**config.mk**
```make
export PLATFORM = sky130hd
export DESIGN_NAME = fault_inject_seq
export DESIGN_NICKNAME = d
export VERILOG_FILES = /design/src/rtl/fault_inject_pkg.sv /design/src/rtl/fault_lfsr32.sv /design/src/rtl/fault_inject_seq.sv
export SDC_FILE = /design/constraint.sdc
export NUM_CORES = 1
export LEC_CHECK = 0
export ABC_CLOCK_PERIOD_IN_PS = 9260
export CAP_MARGIN = 5
export CORE_MARGIN = 10
export CORE_UTILIZATION = 61
export DETAILED_ROUTE_END_ITERATION = 12
export PLACE_DENSITY = 0.87
export SETUP_SLACK_MARGIN = 0.3
export SKIP_CTS_REPAIR_TIMING = 1
export SLEW_MARGIN = 30
export SYNTH_ARGS = -nofsm -noshare
export SYNTH_HDL_FRONTEND = slang
export SYNTH_SLANG_ARGS = --single-unit
```
**constraint.sdc**
```tcl
create_clock -name clk -period 9.26 [get_ports clk]
set_clock_uncertainty 0.05 [all_clocks]
set_input_delay 0.926 -clock clk [delete_from_list [all_inputs] [get_ports clk]]
set_output_delay 0.926 -clock clk [all_outputs]
set_load 0.1 [all_outputs]
```
**src/rtl/fault_inject_pkg.sv**
```systemverilog
// fault_inject_pkg: shared state encoding, mode codes and LFSR constants for the fault-injection sequencer
package fault_inject_pkg;
  typedef enum logic [1:0] {S_IDLE, S_GAP, S_ACTIVE, S_DONE} state_t;
  localparam logic [1:0] MODE_FIXED = 2'd0;
  localparam logic [1:0] MODE_RAND1 = 2'd1;
  localparam logic [1:0] MODE_RAND2 = 2'd2;
  localparam logic [1:0] MODE_JITTER = 2'd3;
  localparam logic [31:0] LFSR_POLY = 32'h8020_0003;
  function automatic logic [15:0] clamp_load(input logic [16:0] v);
    return v == 17'd0 ? 16'd1 : v[16] ? 16'hFFFF : v[15:0];
  endfunction
endpackage

```
**src/rtl/fault_lfsr32.sv**
```systemverilog
// fault_lfsr32: 32-bit right-shifting Galois LFSR that never holds zero
module fault_lfsr32 import fault_inject_pkg::*; #(
  parameter logic [31:0] SEED = 32'hACE1_0001
) (
  input  logic        clk,
  input  logic        reset,
  input  logic        adv,
  output logic [31:0] q
);
  localparam logic [31:0] INIT = SEED == 32'd0 ? 32'd1 : SEED;
  always_ff @(posedge clk or posedge reset)
    if (reset) q <= INIT;
    else if (adv) q <= (q >> 1) ^ (q[0] ? LFSR_POLY : 32'd0);
endmodule

```
**src/rtl/fault_inject_seq.sv**
```systemverilog
// fault_inject_seq: alternates quiet and corrupting windows on err, picking fixed or LFSR-chosen bits
module fault_inject_seq import fault_inject_pkg::*; #(
  parameter int          WIDTH     = 32,
  parameter logic [31:0] LFSR_SEED = 32'hACE1_0001
) (
  input  logic                     clk,
  input  logic                     reset,
  input  logic                     en,
  input  logic [1:0]               mode,
  input  logic [$clog2(WIDTH)-1:0] bit_sel,
  input  logic [15:0]              gap_cycles,
  input  logic [15:0]              pulse_cycles,
  input  logic [7:0]               num_faults,
  output logic [WIDTH-1:0]         err,
  output logic                     active,
  output logic                     done,
  output logic [15:0]              fault_count
);
  localparam int LW = $clog2(WIDTH);
  localparam logic [WIDTH-1:0] ONE = 1;
  state_t state, next;
  logic [15:0] cnt, gap_load, pulse_load, new_count;
  logic [31:0] lfsr;
  logic [LW-1:0] a, b_raw, b;
  logic [WIDTH-1:0] pattern;
  logic cnt_hit, finish, unused_bits;
  fault_lfsr32 #(.SEED(LFSR_SEED)) u_lfsr (
    .clk(clk),
    .reset(reset),
    .adv(state != S_IDLE),
    .q(lfsr)
  );
  assign unused_bits = ^lfsr;
  assign a = lfsr[LW-1:0];
  assign b_raw = lfsr[2*LW-1:LW];
  assign b = b_raw == a ? LW'(a + 1) : b_raw;
  assign pattern = mode == MODE_RAND1 ? ONE << a :
                   mode == MODE_RAND2 ? (ONE << a) | (ONE << b) : ONE << bit_sel;
  // jitter widens the gap by the low LFSR byte, saturating rather than wrapping
  assign gap_load = clamp_load({1'b0, gap_cycles} + (mode == MODE_JITTER ? {9'd0, lfsr[7:0]} : 17'd0));
  assign pulse_load = clamp_load({1'b0, pulse_cycles});
  assign cnt_hit = cnt == 16'd1;
  assign new_count = fault_count == 16'hFFFF ? fault_count : fault_count + 16'd1;
  assign finish = num_faults != 8'd0 && new_count == {8'd0, num_faults};
  always_ff @(posedge clk or posedge reset)
    if (reset) state <= S_IDLE;
    else state <= next;
  always_comb begin
    next = state;
    if (!en) next = S_IDLE;
    else if (state == S_IDLE) next = S_GAP;
    else if (state == S_GAP && cnt_hit) next = S_ACTIVE;
    else if (state == S_ACTIVE && cnt_hit) next = finish ? S_DONE : S_GAP;
  end
  always_comb begin
    active = state == S_ACTIVE;
    done = state == S_DONE;
  end
  always_ff @(posedge clk or posedge reset)
    if (reset) begin
      cnt <= '0;
      err <= '0;
      fault_count <= '0;
    end else begin
      err <= next != S_ACTIVE ? '0 : state == S_ACTIVE ? err : pattern;
      if (en && state == S_IDLE) begin
        cnt <= gap_load;
        fault_count <= '0;
      end else if (en && state == S_GAP) cnt <= cnt_hit ? pulse_load : cnt - 16'd1;
      else if (en && state == S_ACTIVE) begin
        cnt <= cnt_hit ? gap_load : cnt - 16'd1;
        if (cnt_hit) fault_count <= new_count;
      end
    end
endmodule

```
### Yosys cells after proc, flatten, opt, wreduce, memory -nomap -nowiden

Index checks and enable logic that the tools add are counted.

| storage, ports and cells | value |
|---|---|
| output and inout port bits | 50 |
| flip-flop bits (word level) | 98 |
| logic and storage cells | 67 |

| operators by class | value |
|---|---|
| equality and inequality tests | 13 |
| $add $sub $neg | 4 |
| shift operators | 3 |
| bitwise gates (word level) | 2 |
| mux-type cells | 25 |
| reduce and logical (&&, ||, !) cells | 15 |

Operators with widths:

| cell | count |
|---|---|
| $mux 16 | 13 |
| $mux 32 | 5 |
| $shl 1x5->32 const A | 3 |
| $or 32x32->32 | 1 |
| $xor 31x32->32 | 1 |
| $add 16x8->17 | 1 |
| $logic_not 17->1 | 1 |
| $add 16x1->16 const B | 1 |
| $eq 16x1->1 const B | 1 |
| $eq 16x16->1 const B | 1 |
| $eq 16x8->1 | 1 |
| $logic_not 16->1 | 1 |
| $sub 16x1->16 const B | 1 |
| $mux 2 | 5 |
| $eq 2x2->1 const B | 4 |
| $mux 8 | 1 |
| $reduce_bool 8->1 | 1 |
| $logic_and 1x1->1 | 6 |
| $ne 2x2->1 const B | 3 |
| $reduce_bool 2->1 | 3 |
| $add 5x1->5 const B | 1 |
| $eq 5x5->1 | 1 |
| $mux 5 | 1 |
| $eq 2x1->1 const B | 2 |
| 3 further kinds | 3 |

### Logic depth before layout (Yosys ltp)

Gate-level depths: netlist (run 1).

| depth | value |
|---|---|
| depth in word-level cells | 11 |
| depth in mapped cells | 14 |
| gate-level depth less buffers | 11 |

### Cells and area by module

From an unflattened synthesis (run 1), not the netlist that was laid out.

| second synthesis, totals | value |
|---|---|
| cell total of the unflattened synthesis | 963 |
| area total of the unflattened synthesis | 7758.7 um^2 |

Modules (own cells, without submodules):

| module | area an instance (um^2) | cells an instance | times used |
|---|---|---|---|
| fault_inject_seq | 6412.4 | 889 | 1 |
| fault_lfsr32 | 1346.3 | 74 | 1 |

### Least setup slack after synthesis (run 1)

OpenSTA, ideal clock, no wires.

| timing | value |
|---|---|
| kind | input port to flip-flop |
| from | input mode[1] |
| to | register cnt[13] |
| cell stages on the path | 12 |
| path slack | 5.342 ns |
| setup time | 0.143 ns |
| data required time | 9.067 ns |
| data arrival time | 3.725 ns |
| path buffers | 2 |
| cells stage by stage | clkbuf_1 clkbuf_1 nand2_1 nor2_1 ha_1 a211oi_1 o21bai_1 a2111oi_0 nor4_1 o21a_1 a221oi_1 o21ai_0 |

| between the ends | value |
|---|---|
| cells in the longest elaborated chain, start to end | 9 |
| elaborated cells on any way between the ends | 10 |

Ends and longest elaborated chain:

| item | line | text |
|---|---|---|
| from (decl) | fault_inject_seq.sv:9 | `input logic [1:0] mode,` |
| $eq 2x2->1 * | fault_inject_seq.sv:40 | `assign gap_load = clamp_load({1'b0, gap_cycles} + (mode == MODE_JITTER ? {9'd0, lfsr[7:0]} : 17'd0));` |
| $mux 8 * | fault_inject_seq.sv:40 |  |
| $add 16x8->17 * | fault_inject_seq.sv:40 |  |
| $logic_not 17->1 / $mux 16 (equally long branches) | fault_inject_pkg.sv:10 | `return v == 17'd0 ? 16'd1 : v[16] ? 16'hFFFF : v[15:0];` |
| $mux 16 * | fault_inject_pkg.sv:10 |  |
| $mux 16 | fault_inject_seq.sv:71 | `cnt <= cnt_hit ? gap_load : cnt - 16'd1;` |
| $mux 16 | fault_inject_seq.sv:70 | `else if (en && state == S_ACTIVE) begin` |
| $mux 16 | fault_inject_seq.sv:69 | `end else if (en && state == S_GAP) cnt <= cnt_hit ? pulse_load : cnt - 16'd1;` |
| $mux 16 * | fault_inject_seq.sv:66 | `if (en && state == S_IDLE) begin` |
| to (signal assigned) | fault_inject_seq.sv:67 | `cnt <= gap_load;` |
| to (signal assigned) | fault_inject_seq.sv:69 |  |
| to (signal assigned) | fault_inject_seq.sv:71 |  |
| to (decl) | fault_inject_seq.sv:22 | `logic [15:0] cnt, gap_load, pulse_load, new_count;` |

Mark *: on every way between the ends. The rest lies on a longest branch, timed or not. The select of a mux whose other input is x is not followed.
A chain may end at the register's enable or synchronous reset.

### Final worst setup path (run 1)

| timing | value |
|---|---|
| from | input mode[1] |
| to | register cnt[0] |

The elaborated chain is that of the path after synthesis.

==> results of run 1 <==
==> cells in the mapped netlist, types with 13 or more instances <==
master,instances,area share
sky130_fd_sc_hd__nor2_1,66,0.034
sky130_fd_sc_hd__a31oi_1,29,0.025
sky130_fd_sc_hd__nor3_1,17,0.012
sky130_fd_sc_hd__dfrtp_1,89,0.30
sky130_fd_sc_hd__nand3_1,31,0.021
sky130_fd_sc_hd__mux2_2,31,0.047
sky130_fd_sc_hd__nand2b_1,13,0.011
sky130_fd_sc_hd__inv_1,23,0.012
sky130_fd_sc_hd__xor2_1,15,0.018
sky130_fd_sc_hd__clkbuf_1,41,0.021
sky130_fd_sc_hd__nand4_1,26,0.022
sky130_fd_sc_hd__o21ai_0,91,0.062
sky130_fd_sc_hd__xnor2_1,21,0.025
sky130_fd_sc_hd__ha_1,17,0.029
sky130_fd_sc_hd__nand2_1,82,0.042
sky130_fd_sc_hd__a21oi_1,58,0.039
==> area by class of cell <==
| class | instances | area share |
|---|---|---|
| tap | 147 | 0.0210 |
| timing repair buffer | 108 | 0.123 |
| sequential | 98 | 0.282 |
| multi-input combinational | 709 | 0.527 |
| clock inverter | 7 | 0.0110 |
| clock buffer | 9 | 0.0258 |
| inverter | 23 | 0.0102 |
==> cells by family (layout without fill, tap and decap cells) <==
kind of cell	count (synthesis)	after routing	share of synthesized area
simple gates	326	326	0.237
mux	39	39	0.0581
compound gates	290	290	0.254
fa+ha+maj	18	18	0.0315
flops	98	98	0.334
xor+xnor	36	36	0.0427
buf+inv	79	147	0.0436
==> worst register-to-register path: cells and delay by family, from the launching register on <==
family	cells	cell delay, ns
AO/OA/AOI/OAI	6	1.37
AND/OR/NAND/NOR	2	0.80
flip-flops	1	0.66
adder cells (fa/ha/maj)	2	0.44
buffers and inverters	1	0.19
==> where the power goes <==
part           switching [mW]  internal (mW)  leakage (nW)
Clock                   0.192          0.219         0.155
Combinational           0.394          0.243          1.89
Sequential              0.117          0.527          1.27
==> metrics by stage <==
step           hold slack, ns  cell area [um^2]  power, mW  std cells   util
6_report                0.453              8740       1.69       1101  0.734
5_1_grt                 0.465              8740       1.77       1101  0.734
4_1_cts                 0.455              8740       1.67       1101  0.734
3_5_place_dp            0.427              8420       1.25       1085  0.707
3_3_place_gp            0.423              8390       1.24       1084  0.704
2_1_floorplan           0.405              7380       1.06        886      -
==> path summary, 6_finish.rpt <==
path | start | endpoint | slack, ns | depth (start not counted)
min in group asynchronous | reset | err[28]$_DFFE_PP0P_ | 0.84 | 2
setup / recovery | mode[1] | cnt[0]$_DFFE_PP0P_ | 4.84 | 12
max in group asynchronous | reset | cnt[4]$_DFFE_PP0P_ | 7.10 | 3
setup reg to reg | u_lfsr.q[0]$_DFFE_PP1N_ | cnt[13]$_DFFE_PP0P_ | 5.66 | 11
hold / removal | u_lfsr.q[17]$_DFFE_PP0N_ | u_lfsr.q[17]$_DFFE_PP0N_ | 0.45 | 1
hold reg to reg | u_lfsr.q[17]$_DFFE_PP0N_ | u_lfsr.q[17]$_DFFE_PP0N_ | 0.45 | 1
==> flip-flops by register name, indices dropped and copies added (netlist names) <==
signal and count:
err 32, u_lfsr.q 32, cnt 16, fault_count 16, state 2
==> metal layers <==
layer  track usage  up-vias  wire, um
li1              -     3467         -
met1         0.366     3523      9660
met2         0.408      444     10100
met3        0.0669       69      2600
met4         0.102        0       674
met5             0        -         0
==> results.txt, run 1 <==
----------------------------------------------------
[Logic synthesis]
  Post-synth cell types ... 81
  Net Count, Synth ... 954
  Netlist Area Pre-Place ... 7380 um^2
  Async set-or-reset flop fraction in the synthesized netlist ... 1.00
  Number of warnings printed during yosys synthesis ... 0
  Fraction of the yosys area taken by sequential cells ... 0.334
  Flops & latches, synth ... 98
  Ys flop type ... sky130_fd_sc_hd__dfrtp_1
  Number of cells produced by synthesis ... 886
  Post-synth EDFFs ... 0
  Average footprint of a synthesized cell ... 8.33 um^2

[Clock tree]
  Number of levels the H-tree was split into ... 3
  Max Root-Sink Buffers ... 2
  Clk slew on worst S/H paths ... 0.07 ns
  Sinks on Clock Net ... 98
  CTS tree ... yes
  Clock Latency Late Sink ... 0.37 ns
  Cts bufs inserted ... 9
  Master cell of the clock root buffer ... sky130_fd_sc_hd__clkbuf_16

[Floorplan]
  Core area ... 11900 um^2
  DIE AREA ... 16900 um^2
  Number of ports placed on the die boundary ... 100
  X dimension of the die ... 130 um
  Die Ht ... 130 um
  Number of rows in the core area ... 40
  Initial core utilization ... 0.620

[Final layout]
  Layout net count ... 1017
  Share of final-layout standard cells stronger than drive strength 1 ... 0.0996
  Area used by sequential logic in the layout ... 2460 um^2
  Multi-input gate area ... 4610 um^2
  Highest-count cells in the layout ignoring fill and taps ... 99 x sky130_fd_sc_hd__clkdlybuf4s50_1, 91 x sky130_fd_sc_hd__o21ai_0, 89 x sky130_fd_sc_hd__dfrtp_1
  Most common cell after layout, fill and taps aside ... sky130_fd_sc_hd__clkdlybuf4s50_1
  Fill cells ... 942
  Antenna fix cells ... 0
  Area growth from synthesis to layout ... 18.5%

[Worst setup path]
  Required time of the critical path ... 9.49 ns
  Peak fanout along the critical path ... 18
  Cell breakdown of the critical path ... clkdlybuf4s50_1, nand2_1, nor2_1, ha_1, fa_1, a211oi_1, o211ai_1, a311o_1, a2111oi_0, nor4b_1, nand4b_1, a21oi_1
  Crit-path slowest cell ... sky130_fd_sc_hd__clkdlybuf4s50_1
  Worst Setup Start Kind ... primary input
  Number of buffers and inverters on the critical path ... 1
  Type of destination of the critical path ... register
  Delay of the slowest critical-path stage ... 0.70 ns
  Critical path class ... primary input to register
  Kind of cell adding the most delay to the critical path ... compound AO/OA/AOI/OAI gates
  Critical path arrival ... 4.65 ns

[Min path]
  Class of the tightest hold or removal check ... register to register

[Power]
  Reported leakage power ... 3.32 nW
  Peak ir drop on the vdd network ... 176 uV
  Power Density ... 193 nW/um^2

[Routing]
  Remaining antenna violation count after routing ... 0
  Detailed-route vias per instance ... 6.81
  Detail-routed net length per standard cell ... 20.9 um
  Total via count after detailed routing ... 7503
  DRC ... 0
  Violation count after the first detailed-routing iteration ... 1033
  Detailed-router iteration count before antenna repair ... 6
  Post-Route WL ... 23000 um

[Placed design]
  Post-place setup slack ... 4.55 ns
  # port buffers ... 99
  Placer's final routability congestion estimate ... 0.988
  DPL Wire Length ... 16600 um

[Timing]
  Final Worst Setup Slack ... 4.84 ns
  Hold violation count in the final report ... 0
  RSZ-0062 raised after global routing ... no
  Final critical-path required period ... 4.42 ns
  Final count of pins violating max slew ... 0
  Worst-margin pin slew ... 1.06 ns
  Worst relative slew slack ... 0.293
  Setup TNS ... 0 ns
  Final cycle utilization of the critical path ... 0.477
  Fmax ... 0.226 GHz
  Setup-violating endpoint count in the final report ... 0

[Job]
  Max Cap Viol ... 0

[GRT]
  Number of antenna violations at the first check in global routing ... 0
  Number of global-route vias before repair ... 6972
  Largest net degree at the start of global routing ... 71
  First-pass GRT wire length ... 36500 um
  Total congestion overflow ... 0
  GRT Total Usage ... 0.270

[Run status]
  Run status ... completed

----------------------------------------------------
Note: power is estimated with default switching activity, not from simulation.
==> run 2: changes to the inputs <==
Settings changed: ABC_CLOCK_PERIOD_IN_PS 9260 to 4000, CORE_UTILIZATION 61 to 51, PLACE_DENSITY 0.87 to 0.78.
Clock period 9.26 ns to 4 ns, I/O delays scaled along.
==> run 2 against run 1 <==
Against the previous run: global-route usage decreased by 4.4 points; register-to-register slack got worse by 4.9 ns; worst setup slack got worse by 4.1 ns; non-clock buffer count increased by 11; routed wire length increased by 0.13%; combinational power increased by 150%; power increased by 130%; utilization decreased by 10 points; count of clock-buffer cells in the layout increased by 1; clock power increased by 140%; sequential cell count unchanged; sequential power increased by 120%; critical path type is now register to register; largest power group is now combinational cells.
==> results.txt, run 2 (synthesized netlist as in run 1, its figures left out) <==
----------------------------------------------------
[Run status]
  Run status ... completed (unchanged)

[Floorplan]
  X dimension of the die ... 140 um (was 130 um)
  Number of ports placed on the die boundary ... 100 (unchanged)
  Core area ... 14000 um^2 (was 11900 um^2)
  Initial core utilization ... 0.526 (was 0.620)
  DIE AREA ... 19700 um^2 (was 16900 um^2)
  Die Ht ... 140 um (was 130 um)
  Number of rows in the core area ... 43 (was 40)

[Power]
  Power Density ... 448 nW/um^2 (was 193 nW/um^2)
  Reported leakage power ... 3.37 nW (was 3.32 nW)
  Fraction of power consumed by the clock network ... 0.244 (was 0.243)
  Switching fraction of total power ... 0.401 (was 0.416)
  Internal cell power ... 2.38 mW (was 988 uW)
  Peak ir drop on the vdd network ... 320 uV (was 176 uV)
  Reg power frac ... 0.358 (was 0.381)
  Comb power frac ... 0.397 (was 0.376)
  Switching Power ... 1.59 mW (was 702 uW)

[Timing]
  Final critical-path required period ... 3.27 ns
  Worst relative slew slack ... 0.328 (was 0.293)
  Setup TNS ... 0 ns (unchanged)
  Fmax ... 0.306 GHz
  Final cycle utilization of the critical path ... 0.817
  Worst-margin pin slew ... 1.00 ns (was 1.06 ns)
  Final count of pins violating max slew ... 0 (unchanged)
  Hold violation count in the final report ... 0 (unchanged)
  Setup-violating endpoint count in the final report ... 0 (unchanged)
  RSZ-0062 raised after global routing ... no (unchanged)

[Worst setup path]
  Worst Setup Start Kind ... register (was primary input)
  Required time of the critical path ... 4.24 ns (was 9.49 ns)
  Peak fanout along the critical path ... 9 (was 18)
  Critical path arrival ... 3.50 ns (was 4.65 ns)
  Type of destination of the critical path ... register (unchanged)
  Critical path class ... register to register (was primary input to register)

[Routing]
  Post-Route WL ... 23000 um (about the same)
  DRC ... 0 (unchanged)
  Detail-routed net length per standard cell ... 20.1 um (was 20.9 um)
  Detailed-router iteration count before antenna repair ... 6 (unchanged)
  Remaining antenna violation count after routing ... 0 (unchanged)
  Total via count after detailed routing ... 7397 (was 7503)
  Detailed-route vias per instance ... 6.46 (was 6.81)
  Violation count after the first detailed-routing iteration ... 856 (was 1033)

[Final layout]
  Post-layout instance area ... 8860 um^2 (was 8740 um^2)
  Area growth from synthesis to layout ... 20.0% (was 18.5%)
  Fin cells ... 1145 (was 1101)
  Highest-count cells in the layout ignoring fill and taps ... 97 x sky130_fd_sc_hd__clkdlybuf4s50_1, 91 x sky130_fd_sc_hd__o21ai_0, 89 x sky130_fd_sc_hd__dfrtp_1 (was 99 x sky130_fd_sc_hd__clkdlybuf4s50_1, 91 x sky130_fd_sc_hd__o21ai_0, 89 x sky130_fd_sc_hd__dfrtp_1)
  Layout net count ... 1028 (was 1017)
  Top flop regs ... err x32, u_lfsr.q x32 (unchanged)
  Fill cells ... 1247 (was 942)
  Share of final-layout standard cells stronger than drive strength 1 ... 0.110 (was 0.0996)
  Antenna fix cells ... 0 (unchanged)
  Most common cell after layout, fill and taps aside ... sky130_fd_sc_hd__clkdlybuf4s50_1 (unchanged)

[GRT]
  GRT Total Usage ... 0.226 (was 0.270)
  Number of antenna violations at the first check in global routing ... 0 (unchanged)
  Largest net degree at the start of global routing ... 74 (was 71)
  First-pass GRT wire length ... 37300 um (was 36500 um)
  Number of global-route vias before repair ... 7041 (was 6972)
  Total congestion overflow ... 0 (unchanged)

[Placed design]
  Area after DPL ... 8530 um^2 (was 8420 um^2)
  Cell count after placement ... 1129 (was 1085)
  DPL Wire Length ... 17000 um (was 16600 um)
  # port buffers ... 99 (unchanged)
  Placer's final routability congestion estimate ... 1.00 (was 0.988)

[Min path]
  Class of the tightest hold or removal check ... register to register (unchanged)

[Clock tree]
  CTS tree ... yes (unchanged)
  Max Root-Sink Buffers ... 2 (unchanged)
  Clk slew on worst S/H paths ... 0.07 ns (about the same)
  Master cell of the clock root buffer ... sky130_fd_sc_hd__clkbuf_16 (unchanged)
  Number of levels the H-tree was split into ... 3 (unchanged)
  Sinks on Clock Net ... 98 (unchanged)
  Cts bufs inserted ... 9 (unchanged)
  Clock Latency Late Sink ... 0.36 ns (was 0.37 ns)

[Job]
  Max Cap Viol ... 0 (unchanged)

----------------------------------------------------
run 2: worst paths after layout:
kind	start	end	slack, ns	cells after the start
min reg2reg	u_lfsr.q[21]$_DFFE_PP1N_	u_lfsr.q[21]$_DFFE_PP1N_	0.44	2
min in group asynchronous	reset	u_lfsr.q[15]$_DFFE_PP0N_	0.46	2
max in group asynchronous	reset	err[14]$_DFFE_PP0P_	2.63	3
max reg2reg	u_lfsr.q[0]$_DFFE_PP1N_	cnt[0]$_DFFE_PP0P_	0.73	11
min	u_lfsr.q[21]$_DFFE_PP1N_	u_lfsr.q[21]$_DFFE_PP1N_	0.44	2
max	u_lfsr.q[0]$_DFFE_PP1N_	cnt[0]$_DFFE_PP0P_	0.73	11
run 2: metrics by stage:
stage	util	setup slack (ns)	power [mW]	hold WS, ns
floorplan	-	0.608	2.45	0.405
global placement	0.607	0.453	2.93	0.421
detailed placement	0.607	0.389	2.95	0.431
CTS	0.631	0.743	3.93	0.443
global route	0.631	0.427	4.16	0.474
finish	0.631	0.732	3.97	0.438
run 2: area by class of cell:
type | instances | area, um^2 | area share
clock buffers | 10 | 229 | 0.0258
well taps | 180 | 225 | 0.0254
flip-flops and latches | 98 | 2460 | 0.278
repair buffers | 119 | 1150 | 0.130
inverters | 23 | 91.3 | 0.0103
multi-input cells | 709 | 4600 | 0.520
clock inverters | 6 | 97.6 | 0.0110
run 2: critical path: stages, from the launching register on:
cell	delay [ns]
sky130_fd_sc_hd__dfstp_2	0.43
sky130_fd_sc_hd__inv_1	0.22
sky130_fd_sc_hd__nor2_1	0.09
sky130_fd_sc_hd__ha_1	0.22
sky130_fd_sc_hd__fa_1	0.43
sky130_fd_sc_hd__a211oi_1	0.34
sky130_fd_sc_hd__o211ai_1	0.15
sky130_fd_sc_hd__a311o_1	0.32
sky130_fd_sc_hd__a2111oi_0	0.40
sky130_fd_sc_hd__nor4b_1	0.29
sky130_fd_sc_hd__nand4b_1	0.14
sky130_fd_sc_hd__a21oi_1	0.13
run 2: power by group through the flow:
stage	combinational [mW]	sequential, mW	clock [mW]
3_5_place_dp	1.52	1.43	0
5_1_grt	1.69	1.45	1.02
3_3_place_gp	1.50	1.43	0
2_1_floorplan	1.09	1.36	0
6_report	1.58	1.42	0.970
4_1_cts	1.53	1.42	0.988
run 2: layer usage:
layer	wire, um	vias to the layer above	track usage
li1	-	3482	-
met1	10200	3486	0.311
met3	2300	42	0.0639
met5	0	-	0
met4	390	0	0.0543
met2	10200	387	0.343
